<file path="src/rtl/mips_pkg.sv">
// Shared definitions for the multi-cycle MIPS control path: opcodes, FSM states,
// datapath select encodings and the bundled control-word struct.
package mips_pkg;

  localparam logic [5:0] OP_RTYPE = 6'b000000;
  localparam logic [5:0] OP_LW    = 6'b100011;
  localparam logic [5:0] OP_SW    = 6'b101011;
  localparam logic [5:0] OP_BEQ   = 6'b000100;
  localparam logic [5:0] OP_ADDI  = 6'b001000;
  localparam logic [5:0] OP_J     = 6'b000010;

  typedef enum logic [3:0] {
    S_FETCH   = 4'd0,
    S_DECODE  = 4'd1,
    S_MEMADR  = 4'd2,
    S_MEMRD   = 4'd3,
    S_MEMWB   = 4'd4,
    S_MEMWR   = 4'd5,
    S_EXEC    = 4'd6,
    S_ALUWB   = 4'd7,
    S_BRANCH  = 4'd8,
    S_ADDIEX  = 4'd9,
    S_ADDIWB  = 4'd10,
    S_JUMP    = 4'd11,
    S_ILLEGAL = 4'd15
  } state_t;

  localparam logic [1:0] SRCB_B      = 2'b00;
  localparam logic [1:0] SRCB_FOUR   = 2'b01;
  localparam logic [1:0] SRCB_IMM    = 2'b10;
  localparam logic [1:0] SRCB_IMMSH  = 2'b11;

  localparam logic [1:0] ALUOP_ADD   = 2'b00;
  localparam logic [1:0] ALUOP_SUB   = 2'b01;
  localparam logic [1:0] ALUOP_FUNCT = 2'b10;

  localparam logic [1:0] PCSRC_ALU   = 2'b00;
  localparam logic [1:0] PCSRC_OUT   = 2'b01;
  localparam logic [1:0] PCSRC_JUMP  = 2'b10;

  typedef struct packed {
    logic       pc_write;
    logic       branch;
    logic       iord;
    logic       mem_read;
    logic       mem_write;
    logic       ir_write;
    logic       mem_to_reg;
    logic       reg_dst;
    logic       reg_write;
    logic       alu_src_a;
    logic [1:0] alu_src_b;
    logic [1:0] alu_op;
    logic [1:0] pc_src;
    logic       instr_done;
    logic       illegal;
  } ctrl_t;

endpackage

</file>
<file path="src/rtl/mc_control.sv">
// Multi-cycle MIPS control FSM: state register plus one combinational case that
// produces next state and every datapath control, stalling on mem_ready.
module mc_control
  import mips_pkg::*;
#(
  parameter bit HALT_ON_ILLEGAL = 1'b1,
  parameter bit WAIT_EN         = 1'b1
) (
  input  logic       clk,
  input  logic       rst,
  input  logic [5:0] opcode,
  input  logic       mem_ready,
  output logic       pc_write,
  output logic       branch,
  output logic       iord,
  output logic       mem_read,
  output logic       mem_write,
  output logic       ir_write,
  output logic       mem_to_reg,
  output logic       reg_dst,
  output logic       reg_write,
  output logic       alu_src_a,
  output logic [1:0] alu_src_b,
  output logic [1:0] alu_op,
  output logic [1:0] pc_src,
  output logic       instr_done,
  output logic       illegal,
  output logic [3:0] state
);

  state_t cur_state, nxt_state;
  ctrl_t  c;
  logic   rdy;

  assign rdy = WAIT_EN ? mem_ready : 1'b1;

  always_ff @(posedge clk) begin
    if (rst) cur_state <= S_FETCH;
    else     cur_state <= nxt_state;
  end

  always_comb begin
    c         = '0;
    nxt_state = S_FETCH;
    case (cur_state)
      S_FETCH: begin
        c.mem_read  = 1'b1;
        c.alu_src_b = SRCB_FOUR;
        c.ir_write  = rdy;
        c.pc_write  = rdy;
        nxt_state   = rdy ? S_DECODE : S_FETCH;
      end
      S_DECODE: begin
        c.alu_src_b = SRCB_IMMSH;
        case (opcode)
          OP_LW, OP_SW: nxt_state = S_MEMADR;
          OP_RTYPE:     nxt_state = S_EXEC;
          OP_BEQ:       nxt_state = S_BRANCH;
          OP_ADDI:      nxt_state = S_ADDIEX;
          OP_J:         nxt_state = S_JUMP;
          default:      nxt_state = S_ILLEGAL;
        endcase
      end
      S_MEMADR: begin
        c.alu_src_a = 1'b1;
        c.alu_src_b = SRCB_IMM;
        // IR is frozen, so the decode-time opcode still selects load vs store
        nxt_state   = (opcode == OP_SW) ? S_MEMWR : S_MEMRD;
      end
      S_MEMRD: begin
        c.iord     = 1'b1;
        c.mem_read = 1'b1;
        nxt_state  = rdy ? S_MEMWB : S_MEMRD;
      end
      S_MEMWB: begin
        c.mem_to_reg = 1'b1;
        c.reg_write  = 1'b1;
        c.instr_done = 1'b1;
      end
      S_MEMWR: begin
        c.iord       = 1'b1;
        c.mem_write  = 1'b1;
        c.instr_done = rdy;
        nxt_state    = rdy ? S_FETCH : S_MEMWR;
      end
      S_EXEC: begin
        c.alu_src_a = 1'b1;
        c.alu_op    = ALUOP_FUNCT;
        nxt_state   = S_ALUWB;
      end
      S_ALUWB: begin
        c.reg_dst    = 1'b1;
        c.reg_write  = 1'b1;
        c.instr_done = 1'b1;
      end
      S_BRANCH: begin
        c.alu_src_a  = 1'b1;
        c.alu_op     = ALUOP_SUB;
        c.pc_src     = PCSRC_OUT;
        c.branch     = 1'b1;
        c.instr_done = 1'b1;
      end
      S_ADDIEX: begin
        c.alu_src_a = 1'b1;
        c.alu_src_b = SRCB_IMM;
        nxt_state   = S_ADDIWB;
      end
      S_ADDIWB: begin
        c.reg_write  = 1'b1;
        c.instr_done = 1'b1;
      end
      S_JUMP: begin
        c.pc_src     = PCSRC_JUMP;
        c.pc_write   = 1'b1;
        c.instr_done = 1'b1;
      end
      S_ILLEGAL: begin
        c.illegal = 1'b1;
        nxt_state = HALT_ON_ILLEGAL ? S_ILLEGAL : S_FETCH;
      end
      default: nxt_state = S_FETCH;
    endcase
    // reset kills any in-flight access (including a stalled store) immediately
    if (rst) c = '0;
  end

  assign pc_write   = c.pc_write;
  assign branch     = c.branch;
  assign iord       = c.iord;
  assign mem_read   = c.mem_read;
  assign mem_write  = c.mem_write;
  assign ir_write   = c.ir_write;
  assign mem_to_reg = c.mem_to_reg;
  assign reg_dst    = c.reg_dst;
  assign reg_write  = c.reg_write;
  assign alu_src_a  = c.alu_src_a;
  assign alu_src_b  = c.alu_src_b;
  assign alu_op     = c.alu_op;
  assign pc_src     = c.pc_src;
  assign instr_done = c.instr_done;
  assign illegal    = c.illegal;
  assign state      = cur_state;

endmodule

</file>
<file path="config.mk">
export PLATFORM = sky130hd
export DESIGN_NAME = mc_control
export DESIGN_NICKNAME = d
export VERILOG_FILES = /design/src/rtl/mips_pkg.sv /design/src/rtl/mc_control.sv
export SDC_FILE = /design/constraint.sdc
export NUM_CORES = 1
export LEC_CHECK = 0
export ABC_AREA = 1
export CORE_AREA = 2 2 44 46
export DETAILED_ROUTE_END_ITERATION = 10
export DIE_AREA = 0 0 46 48
export GPL_TIMING_DRIVEN = 0
export PLACE_DENSITY_LB_ADDON = 0.12
export SLEW_MARGIN = 15
export SYNTH_ARGS = -nofsm -noshare
export SYNTH_HDL_FRONTEND = slang
export SYNTH_SLANG_ARGS = --single-unit
</file>
<file path="constraint.sdc">
create_clock -name clk -period 1.2 [get_ports clk]
set_input_delay 0.24 -clock clk [delete_from_list [all_inputs] [get_ports clk]]
set_output_delay 0.24 -clock clk [all_outputs]
set_load 0.02 [all_outputs]
</file>
==> impl_metrics.csv <==
group,metric,value,unit
floorplanning,initial_utilization,32.30,%
sta,period_needed,1.661,ns
layout,nFillCells,132,
worst_setup_path,setup.worst_path.end_class,"output pin",
worst_setup_path,criticalPathCategory,"reg -> out",
clock_network,cts_hold_repair.buffers,0,
layout,syn_to_final_growth,124.1,%
global_route,grt.overflow.total,0,
synth,mappedNetlistNets,115,
sta,final_hold_viol_count,0,
drt,drc_errors,0,
power,power.total,2.408,mW
synth,synth_seq_area_share,14.68,%
global_route,grt_pass1_vias,765,
worst_setup_path,critPathMaxFanout,8,
synth,yosysUniqueCellTypes,22,
drt,wire_per_inst,13.70,um
worst_setup_path,cp.required,0.96,ns
layout,fin_util,72.37,%
synth,yosysWarningCount,0,
status,violated_checks,"negative setup slack",
sta,final_max_slew_viol_count,0,
sta,final.setup.tns,-6.298,ns
synth,yosys_register_bits,4,
power,leak,0.5825,nW
sta,timing.final.crit_share,138.4,%
layout,final_cell_mix,"21 x sky130_fd_sc_hd__buf_4, 16 x sky130_fd_sc_hd__nor2_1, 14 x sky130_fd_sc_hd__nand2_1",
sta,setup_viol,22,
layout,layout.cells.most_common,"sky130_fd_sc_hd__buf_4",
power,comb_power_share,78.0,%
place,dpl_worst_slack,-0.8115,ns
layout,largest_register_ffs,4,
drt,routed-via-count,887,
status,run_status,"finished, violations left",
power,power_per_cell_area,1970,nW/um2
clock_network,numClockSinks,4,
worst_setup_path,setup.worst_path.start_class,"register",
power,switching_power,1.278,mW
sta,worstMarginPinSlew,0.3306,ns
place,gp_congestion,0.8969,
sta,skew,0.003110,ns
sta,achievable-frequency,0.6020,GHz
drt,drt.antenna.violating_nets,0,
job,number_of_violations_of_the_max_capacitance_limit,0,
global_route,antenna_found_initial,0,
layout,num_antenna_cells,0,
floorplanning,design.die.area,2208,um2
layout,drive_gt1_share,57.14,%
sta,setup_slack,-0.4611,ns
drt,drtPass1Iterations,4,
layout,final_cells,171,
drt,drt_wl_total,2.343,mm
global_route,grt_start_max_net_pins,11,
clock_network,tritoncts.num_buffers,3,
synth,synth_cells,106,
place,io_buffers,29,
clock_network,tritoncts,"done",
place,placed_cells_incl_taps,152,
clock_network,path_clk_slew,0.04,ns
sta,unrepaired_setup_endpoints_after_global_routing,"yes",
synth,syn-mean-instance-area,5.146,um2
floorplanning,core-area,1689,um2
clock_network,clk-insertion-delay-late,0.24,ns
power,p_sw_share,53.06,%
power,power_frac_clock,7.3,%
worst_hold_path,min-delay-path-class,"in -> reg",
power,seqPwrFrac,14.7,%
power,vdd.ir_drop.worst,1.138,mV
worst_setup_path,critPathArrivalTime,1.42,ns
drt,routed_via_density,5.187,
floorplanning,io-pin-count,31,
place,hpwl,1.383,mm
clock_network,cts-root-to-sink-buffers,2,
global_route,track_usage,20.57,%
floorplanning,rows,15,
clock_network,clock-root-buffer,"sky130_fd_sc_hd__clkbuf_4",
floorplanning,floorplan.die.width,46,um
power,internal_power,1.131,mW
global_route,grt_first_pass_wirelength,3.201,mm
layout,nNetsFinal,165,
drt,drtIter0Drc,15,
floorplanning,die_height,48,um
clock_network,cts-htree-levels,1,
synth,post_synth_instance_area,545.5,um2
sta,slew_headroom,77.96,%
synth_stat cells:
library cell	number	area share, %
sky130_fd_sc_hd__nor2_1	25	17
sky130_fd_sc_hd__inv_1	19	13
sky130_fd_sc_hd__nand2_1	19	13
sky130_fd_sc_hd__nand3_1	8	7.3
sky130_fd_sc_hd__a21oi_1	7	6.4
sky130_fd_sc_hd__dfxtp_1	4	15
sky130_fd_sc_hd__nor2_2	4	4.6
sky130_fd_sc_hd__nand2_2	3	3.4
sky130_fd_sc_hd__nor3_1	3	2.8
sky130_fd_sc_hd__nor3_2	2	3.7
sky130_fd_sc_hd__a21oi_2	1	1.6
sky130_fd_sc_hd__a221oi_1	1	1.6
sky130_fd_sc_hd__a31oi_1	1	1.1
sky130_fd_sc_hd__buf_1	1	0.69
sky130_fd_sc_hd__buf_4	1	1.4
sky130_fd_sc_hd__clkbuf_1	1	0.69
sky130_fd_sc_hd__inv_2	1	0.69
sky130_fd_sc_hd__nand4_1	1	1.1
sky130_fd_sc_hd__o211ai_1	1	1.4
sky130_fd_sc_hd__o21ai_0	1	0.92
sky130_fd_sc_hd__o21ai_1	1	0.92
sky130_fd_sc_hd__o21ai_2	1	1.6
power by group through the flow:
| stage | clock network, mW | registers (mW) | logic (mW) |
|---|---|---|---|
| 6_report | 0.176 | 0.355 | 1.88 |
| 3_5_place_dp | 0 | 0.325 | 1.34 |
| 4_1_cts | 0.179 | 0.352 | 1.59 |
| 2_1_floorplan | 0 | 0.373 | 0.825 |
| 3_3_place_gp | 0 | 0.324 | 1.33 |
| 5_1_grt | 0.197 | 0.366 | 1.99 |
routing by layer:
metal | track usage [%] | vias up | part of all wire (%)
li1 | - | 436 | -
met1 | 25.00 | 399 | 41
met2 | 35.28 | 44 | 51
met3 | 3.774 | 8 | 6.1
met4 | 9.143 | 0 | 2.7
met5 | 0 | - | 0
cells by family after synthesis:
group                  count (synthesis)  share of synthesized area [%]
AO/OA/AOI/OAI                         14                          15.60
flip-flops                             4                          14.68
AND/OR/NAND/NOR                       65                          53.21
buffers and inverters                 23                          16.51
worst max-delay path, stage by stage (launching register included):
cell                       delay [ns]
sky130_fd_sc_hd__dfxtp_4         0.38
sky130_fd_sc_hd__nor2_4          0.19
sky130_fd_sc_hd__nand3_4         0.12
sky130_fd_sc_hd__nor2_4          0.12
sky130_fd_sc_hd__nand2_1         0.06
sky130_fd_sc_hd__o211ai_1        0.12
sky130_fd_sc_hd__buf_4           0.19
stage by stage:
stage	hold slack, ns	instance area [um2]
floorplan	0.4619	663.1
global placement	0.6454	974.7
detailed placement	0.6483	974.7
CTS	0.4002	1096
global route	0.4342	1222
finish	0.4429	1222
path summary, 6_finish.rpt:
path	start	endpoint	slack, ns	cells after the start
hold reg to reg	state[3]$_SDFF_PP0_	state[1]$_SDFF_PP0_	0.76	5
setup / recovery	state[1]$_SDFF_PP0_	instr_done	-0.46	6
setup reg to reg	state[1]$_SDFF_PP0_	state[0]$_SDFF_PP0_	-0.21	7
hold / removal	rst	state[3]$_SDFF_PP0_	0.44	2
what timing repair did:
action / in CTS / in global routing
pin swaps: 16 / 11
gates resized for setup: 124 / 23
setup endpoints to repair: 25 / 26
setup buffers: 8 / 8
layout make-up:
cell class / instances / area [um2] / share of cell area, %
Buffer: 3 / 21.27 / 1.740
Timing Repair Buffer: 45 / 390.4 / 31.93
Multi-Input combinational cell: 79 / 579.3 / 47.39
Tap cell: 17 / 21.27 / 1.740
Clock buffer: 3 / 22.52 / 1.842
Sequential cell: 4 / 95.09 / 7.779
Inverter: 20 / 92.59 / 7.574
No activity file was read; power rests on OpenSTA's default activity.
